==> src/rtl/frame_aligner.sv <==
// Frame aligner: hunts for a periodic sync position in the detector mask, confirms it,
// then emits word-aligned data with a start-of-frame marker until sync is repeatedly missed.
module frame_aligner #(
  parameter int WIDTH       = 16,
  parameter int FRAME_WORDS = 8,
  parameter int CONFIRM     = 2,
  parameter int MISS_LIMIT  = 3
) (
  input  logic                       clk,
  input  logic                       nrst,
  input  logic                       in_valid,
  input  logic [WIDTH-1:0]           in_data,
  input  logic [2*WIDTH-1:0]         sync_mask,
  output logic                       out_valid,
  output logic [WIDTH-1:0]           out_data,
  output logic                       out_sof,
  output logic                       locked,
  output logic [$clog2(WIDTH)-1:0]   phase,
  output logic                       lock_lost
);

  localparam int WCW = $clog2(FRAME_WORDS);
  localparam int HCW = $clog2(CONFIRM + 1);
  localparam int MCW = $clog2(MISS_LIMIT + 1);
  localparam int CIW = $clog2(2 * WIDTH);
  localparam int PW  = $clog2(WIDTH);

  localparam logic [1:0] HUNT   = 2'd0;
  localparam logic [1:0] VERIFY = 2'd1;
  localparam logic [1:0] LOCKED = 2'd2;

  logic [1:0]         state_q, state_d;
  logic [2*WIDTH-1:0] window_q, window_d;
  logic               eval_q, eval_d;
  logic [WCW-1:0]     word_cnt_q, word_cnt_d;
  logic [CIW-1:0]     cap_idx_q, cap_idx_d;
  logic [HCW-1:0]     hit_cnt_q, hit_cnt_d;
  logic [MCW-1:0]     miss_cnt_q, miss_cnt_d;
  logic               out_valid_q, out_valid_d;
  logic [WIDTH-1:0]   out_data_q, out_data_d;
  logic               out_sof_q, out_sof_d;
  logic               locked_q, locked_d;
  logic               lock_lost_q, lock_lost_d;

  logic [CIW-1:0]     low_idx;
  logic [PW-1:0]      cur_phase;
  logic [WCW-1:0]     word_cnt_inc;
  logic               slot;
  logic               slot_hit;
  logic [HCW-1:0]     hit_inc;
  logic [MCW-1:0]     miss_inc;

  // Scanning from the top down leaves the lowest set mask index in low_idx.
  always_comb begin
    low_idx = '0;
    for (int i = 2*WIDTH-1; i >= 0; i--) begin
      if (sync_mask[i]) low_idx = CIW'(i);
    end
  end

  assign cur_phase    = (cap_idx_q >= CIW'(WIDTH)) ? PW'(cap_idx_q - CIW'(WIDTH)) : PW'(cap_idx_q);
  assign slot         = (word_cnt_q == WCW'(FRAME_WORDS - 1));
  assign word_cnt_inc = slot ? '0 : word_cnt_q + WCW'(1);
  assign slot_hit     = sync_mask[cap_idx_q];
  assign hit_inc      = hit_cnt_q + HCW'(1);
  assign miss_inc     = miss_cnt_q + MCW'(1);

  always_comb begin
    state_d     = state_q;
    window_d    = window_q;
    eval_d      = in_valid;
    word_cnt_d  = word_cnt_q;
    cap_idx_d   = cap_idx_q;
    hit_cnt_d   = hit_cnt_q;
    miss_cnt_d  = miss_cnt_q;
    out_valid_d = 1'b0;
    out_data_d  = out_data_q;
    out_sof_d   = 1'b0;
    lock_lost_d = 1'b0;

    if (in_valid) window_d = {window_q[WIDTH-1:0], in_data};

    // sync_mask only means something on the cycle after a word was accepted.
    if (eval_q) begin
      case (state_q)
        HUNT: begin
          if (|sync_mask) begin
            cap_idx_d  = low_idx;
            word_cnt_d = '0;
            hit_cnt_d  = '0;
            state_d    = VERIFY;
          end
        end
        VERIFY: begin
          word_cnt_d = word_cnt_inc;
          if (slot) begin
            if (slot_hit) begin
              hit_cnt_d = hit_inc;
              if (hit_inc == HCW'(CONFIRM)) begin
                state_d    = LOCKED;
                miss_cnt_d = '0;
              end
            end else begin
              state_d = HUNT;
            end
          end
        end
        LOCKED: begin
          out_valid_d = 1'b1;
          out_data_d  = window_q[cur_phase +: WIDTH];
          out_sof_d   = (word_cnt_q == '0);
          word_cnt_d  = word_cnt_inc;
          if (slot) begin
            if (slot_hit) begin
              miss_cnt_d = '0;
            end else begin
              miss_cnt_d = miss_inc;
              if (miss_inc == MCW'(MISS_LIMIT)) begin
                state_d     = HUNT;
                lock_lost_d = 1'b1;
              end
            end
          end
        end
        default: state_d = HUNT;
      endcase
    end

    locked_d = (state_d == LOCKED);
  end

  always_ff @(posedge clk) begin
    if (!nrst) begin
      state_q     <= HUNT;
      window_q    <= '0;
      eval_q      <= 1'b0;
      word_cnt_q  <= '0;
      cap_idx_q   <= '0;
      hit_cnt_q   <= '0;
      miss_cnt_q  <= '0;
      out_valid_q <= 1'b0;
      out_data_q  <= '0;
      out_sof_q   <= 1'b0;
      locked_q    <= 1'b0;
      lock_lost_q <= 1'b0;
    end else begin
      state_q     <= state_d;
      window_q    <= window_d;
      eval_q      <= eval_d;
      word_cnt_q  <= word_cnt_d;
      cap_idx_q   <= cap_idx_d;
      hit_cnt_q   <= hit_cnt_d;
      miss_cnt_q  <= miss_cnt_d;
      out_valid_q <= out_valid_d;
      out_data_q  <= out_data_d;
      out_sof_q   <= out_sof_d;
      locked_q    <= locked_d;
      lock_lost_q <= lock_lost_d;
    end
  end

  assign out_valid = out_valid_q;
  assign out_data  = out_data_q;
  assign out_sof   = out_sof_q;
  assign locked    = locked_q;
  assign lock_lost = lock_lost_q;
  assign phase     = cur_phase;

endmodule

==> config.mk <==
export PLATFORM = sky130hd
export DESIGN_NAME = frame_aligner
export DESIGN_NICKNAME = d
export VERILOG_FILES = /design/src/rtl/frame_aligner.sv
export SDC_FILE = /design/constraint.sdc
export NUM_CORES = 1
export LEC_CHECK = 0
export ABC_AREA = 1
export CAP_MARGIN = 25
export CORE_MARGIN = 5
export CORE_UTILIZATION = 45
export DETAILED_ROUTE_END_ITERATION = 8
export PLACE_DENSITY = 0.7
export SLEW_MARGIN = 10
export SYNTH_ARGS = -nofsm -noshare
export SYNTH_HDL_FRONTEND = slang
export SYNTH_SLANG_ARGS = --single-unit
==> constraint.sdc <==
create_clock -name clk -period 3.1 [get_ports clk]
set_clock_uncertainty 0.2 [all_clocks]
set_input_delay 0.31 -clock clk [delete_from_list [all_inputs] [get_ports clk]]
set_output_delay 0.31 -clock clk [all_outputs]
set_load 0.01 [all_outputs]
==> out/summary.md <==
Across every metal layer, demand over resource in global routing totals 21.1%. The endpoint identified for the worst register-to-register timing path is locked. The clock tree synthesis step divided the H-tree into 3 levels.

The remaining routing DRC violations was 0. The run gives 9240 sq um as the area of the core. Entering global routing, the biggest net connects 51 pins. The overall die width is 107 um.

The tools report the switching component of the power as 0.627 mW. The tools report the final cell utilization of the core as 56.8%. After synthesis, flip-flops and latches occupy 31.0% of the total area. From bottom edge to top edge, the die measures 107 um.

The number of nets with antenna violations after detailed routing is 0, and the final wirelength is 12.1 mm. The relative contribution of the clock network to total power is 34.9%. At the later pin of the worst-skew pair, clock insertion delay measures 340 ps.

The proportion of power drawn by flip-flops and latches came out at 43.6%. Setup repair after global routing left no endpoint under its margin. The tools report the worst vdd rail ir drop as 0.350 mV.

Buffers added to address setup during post-CTS repair amount to 0. The run gives 2.11 mW as the total power. In this run the worst path has a maximum fanout of 11.

After routing, the total negative slack on setup checks comes to 0 ps. From synthesis to final layout, the design area changed by 23.0%. In this run the tool buffered the top-level ports with 74 buffer cells.

The flop and latch count out of synthesis was 66; the via count of the first global-routing pass was 4347. For the full die area, the log shows 11500 sq um. The number of CTS-inserted buffers was 9; the number of hold violations in the final report was 0. The number of nets in the synthesized netlist is 755.

For the worst setup path, the data arrival time is 2670 ps. Once placement completed, the tool counted placed cells totaling 864. For this design, the sink count on the clock tree is 66. The floorplan has 35 rows.

Dividing the detail-routed via count by the number of cells gives 5.22. In this run the worst setup path begins at cap_idx_q[1]. The finished layout holds 880 standard cells, fillers aside. The post-synthesis instance area was 4270 sq um; the reported leakage power was 2.34 nW. The post-synthesis area per instance was 6.14 sq um; the number of cells on the worst reg-to-reg path was 14. The flow ran to the end, and the final reports show no timing, DRC or antenna violations. 0 antenna diodes ended up in the layout. The logs give 510 ps for the register-to-register setup slack and 39 for the number of library cell types mapped by synthesis. The sink of the worst hold path was out_sof.

Summed over all layers, the global routing overflow is 0. Number of max-capacitance violations reported: 0. Post-CTS repair changed the size of 0 cells.

For the maximum achievable frequency, the log shows 386 MHz. Dividing the final minimum period by the clock period gives 83.5%. The first detailed-routing pass took 5 iterations.

The tools report the synthesized netlist cell count as 695. Kind of critical path: flop to flop. Yosys printed 0 warnings.

The logs give 1.48 mW for the internal power and 0 for the final number of setup-violating endpoints. The worst slack at placement is 422 ps. The tools report the kind of end point of the critical path as a flop.

The number of cells on the worst hold path was 1; the final net count was 806. In this run the count of I/O pins placed on the die edge is 75. After clock tree synthesis, the flow added hold-fix buffers numbering 0.

The power density over cell area works out to 402 nW/um^2. The clock root buffer master is sky130_fd_sc_hd__clkbuf_8. Data on the critical path is required at its endpoint by 3180 ps. Clock-pin slew was measured on the worst setup and hold paths at 80 ps.

In this run, the number of DRC markers left after iteration 0 of detailed routing was 246. The startpoint identified for the worst hold timing path is word_cnt_q[2]. The logs give 0 for the number of antenna violations at the first check in global routing and 46.2% for the starting density of the core.

The wire length per cell was 13.8 um; the max-slew violation total from the final report was 0. In this run the critical register-to-register path is launched from cap_idx_q[1]. The worst slew slack as a fraction of its limit is 35.4%, and the slack of the critical path is 512 ps.

The switching power share of the total is 29.7%, and the overall via count from detail_route is 4594. Time the worst path needs with I/O delays and setup: 2590 ps. The longest clock path from root to sink contains 2 buffers.

The tools report the startpoint kind of the worst setup timing path as a flop. Of the total power, combinational logic draws 21.6%. The HPWL after detailed placement came out at 8.98 mm. Routability-driven placement finished with a final weighted congestion of 0.925.

TritonCTS built the clock tree. The class of the tightest hold or removal check is flop to flop. For the pin with the worst max-slew slack, the measured transition is 968 ps. The layout cell share with drive strength beyond 1 was 4.93%; the global-route wire length before repair was 20.1 mm.
[cell usage in the layout (no fill, tap or decap), types with 9 or more instances in the layout]
master / netlist / layout
sky130_fd_sc_hd__dfxtp_1: 66 / 66
sky130_fd_sc_hd__ha_1: 9 / 9
sky130_fd_sc_hd__nand2_1: 156 / 156
sky130_fd_sc_hd__clkbuf_8: 0 / 11
sky130_fd_sc_hd__inv_1: 72 / 72
sky130_fd_sc_hd__nor2_1: 88 / 88
sky130_fd_sc_hd__o21ai_0: 86 / 86
sky130_fd_sc_hd__buf_4: 4 / 10
sky130_fd_sc_hd__o211ai_1: 14 / 14
sky130_fd_sc_hd__a21oi_1: 53 / 53
sky130_fd_sc_hd__clkdlybuf4s50_1: 0 / 74
sky130_fd_sc_hd__nand3_1: 44 / 44
sky130_fd_sc_hd__o21ai_1: 17 / 17
[critical path: stages, from the launching register on]
cell	delay [ps]
sky130_fd_sc_hd__dfxtp_1	630
sky130_fd_sc_hd__inv_2	220
sky130_fd_sc_hd__a21oi_1	150
sky130_fd_sc_hd__o21ai_0	100
sky130_fd_sc_hd__nand3_1	110
sky130_fd_sc_hd__nand3_1	80
sky130_fd_sc_hd__nand3_1	170
sky130_fd_sc_hd__nand2_2	100
sky130_fd_sc_hd__nor2_2	130
sky130_fd_sc_hd__a21oi_1	100
sky130_fd_sc_hd__o22ai_1	110
sky130_fd_sc_hd__o21ai_1	80
sky130_fd_sc_hd__a22oi_1	210
sky130_fd_sc_hd__nand2_1	70
sky130_fd_sc_hd__nor2_1	90
[kinds of logic (layout without fill, tap and decap cells)]
| logic type | after synthesis | in the layout | share of synthesized area, % |
|---|---|---|---|
| multiplexers | 5 | 5 | 1.17 |
| adder cells (fa/ha/maj) | 9 | 9 | 2.64 |
| AO/OA/AOI/OAI | 192 | 192 | 24.7 |
| buffers and inverters | 124 | 180 | 12.4 |
| flip-flops | 66 | 66 | 31.0 |
| AND/OR/NAND/NOR | 299 | 299 | 28.2 |
[power groups by stage]
stage	clock network, mW	registers, mW	logic [mW]
2_1_floorplan	0	0.925	0.300
3_3_place_gp	0	0.937	0.445
3_5_place_dp	0	0.937	0.449
4_1_cts	0.756	0.918	0.452
5_1_grt	0.800	0.924	0.513
6_report	0.735	0.918	0.455
[how the worst max path moves through the flow]
stage / end / cells past startpoint / slack (ps)
finish: locked / 14 / 510
global route: locked / 14 / 290
CTS: locked / 14 / 540
detailed placement: cap_idx_q[0] / 34 / 420
global placement: cap_idx_q[0] / 34 / 440
floorplan: cap_idx_q[0] / 33 / 1080
[stage by stage]
stage | instance area [sq um] | hold WS, ps
6_report | 5250 | 255
5_1_grt | 5250 | 278
4_1_cts | 5250 | 257
3_5_place_dp | 5050 | 238
3_3_place_gp | 5050 | 240
2_1_floorplan | 4270 | 217
[synthesized netlist by cell type, drive strengths merged]
master	count	area (sq um)
a2111oi	1	8.76
a211oi	5	37.5
a21oi	54	274
a221o	1	10.0
a22oi	3	22.5
a311oi	1	8.76
a31oi	3	18.8
and3	1	6.26
buf	19	104
bufinv	2	35.0
clkbuf	25	93.8
clkinv	1	3.75
dfxtp	66	1320
ha	9	113
inv	77	292
mux2i	5	50.1
nand2	157	592
nand3	44	220
nor2	89	337
nor3	4	20.0
nor4	2	12.5
o211ai	14	105
o21ai	103	515
o21bai	1	7.51
o221ai	1	8.76
o22ai	2	12.5
o311ai	1	8.76
o31ai	2	15.0
or2	1	6.26
or4	1	7.51
[sequential cells by signal, summed over array words and instances (netlist names)]
signal      flops
word_cnt_q      3
out_sof         1
eval_q          1
lock_lost       1
window_q       31
out_valid       1
miss_cnt_q      2
out_data       16
cap_idx_q       5
locked          1
hit_cnt_q       2
state_q         2
[metal layers]
metal	share of wire (%)	wire, um	track usage [%]	vias to the layer above
met5	0	0	0	-
li1	-	-	-	2377
met1	44	5340	25.3	2039
met4	2.9	349	7.75	0
met2	46	5550	36.4	150
met3	7.1	860	5.34	28
[area by class of cell]
cell class | count | area [sq um]
Timing Repair Buffer | 84 | 816
Tap cell | 129 | 161
Fill cell | 894 | 3990
Sequential cell | 66 | 1320
Multi-Input combinational cell | 505 | 2420
Clock inverter | 5 | 52.6
Inverter | 80 | 330
Clock buffer | 11 | 151
Power figures use the tool's default switching activity.
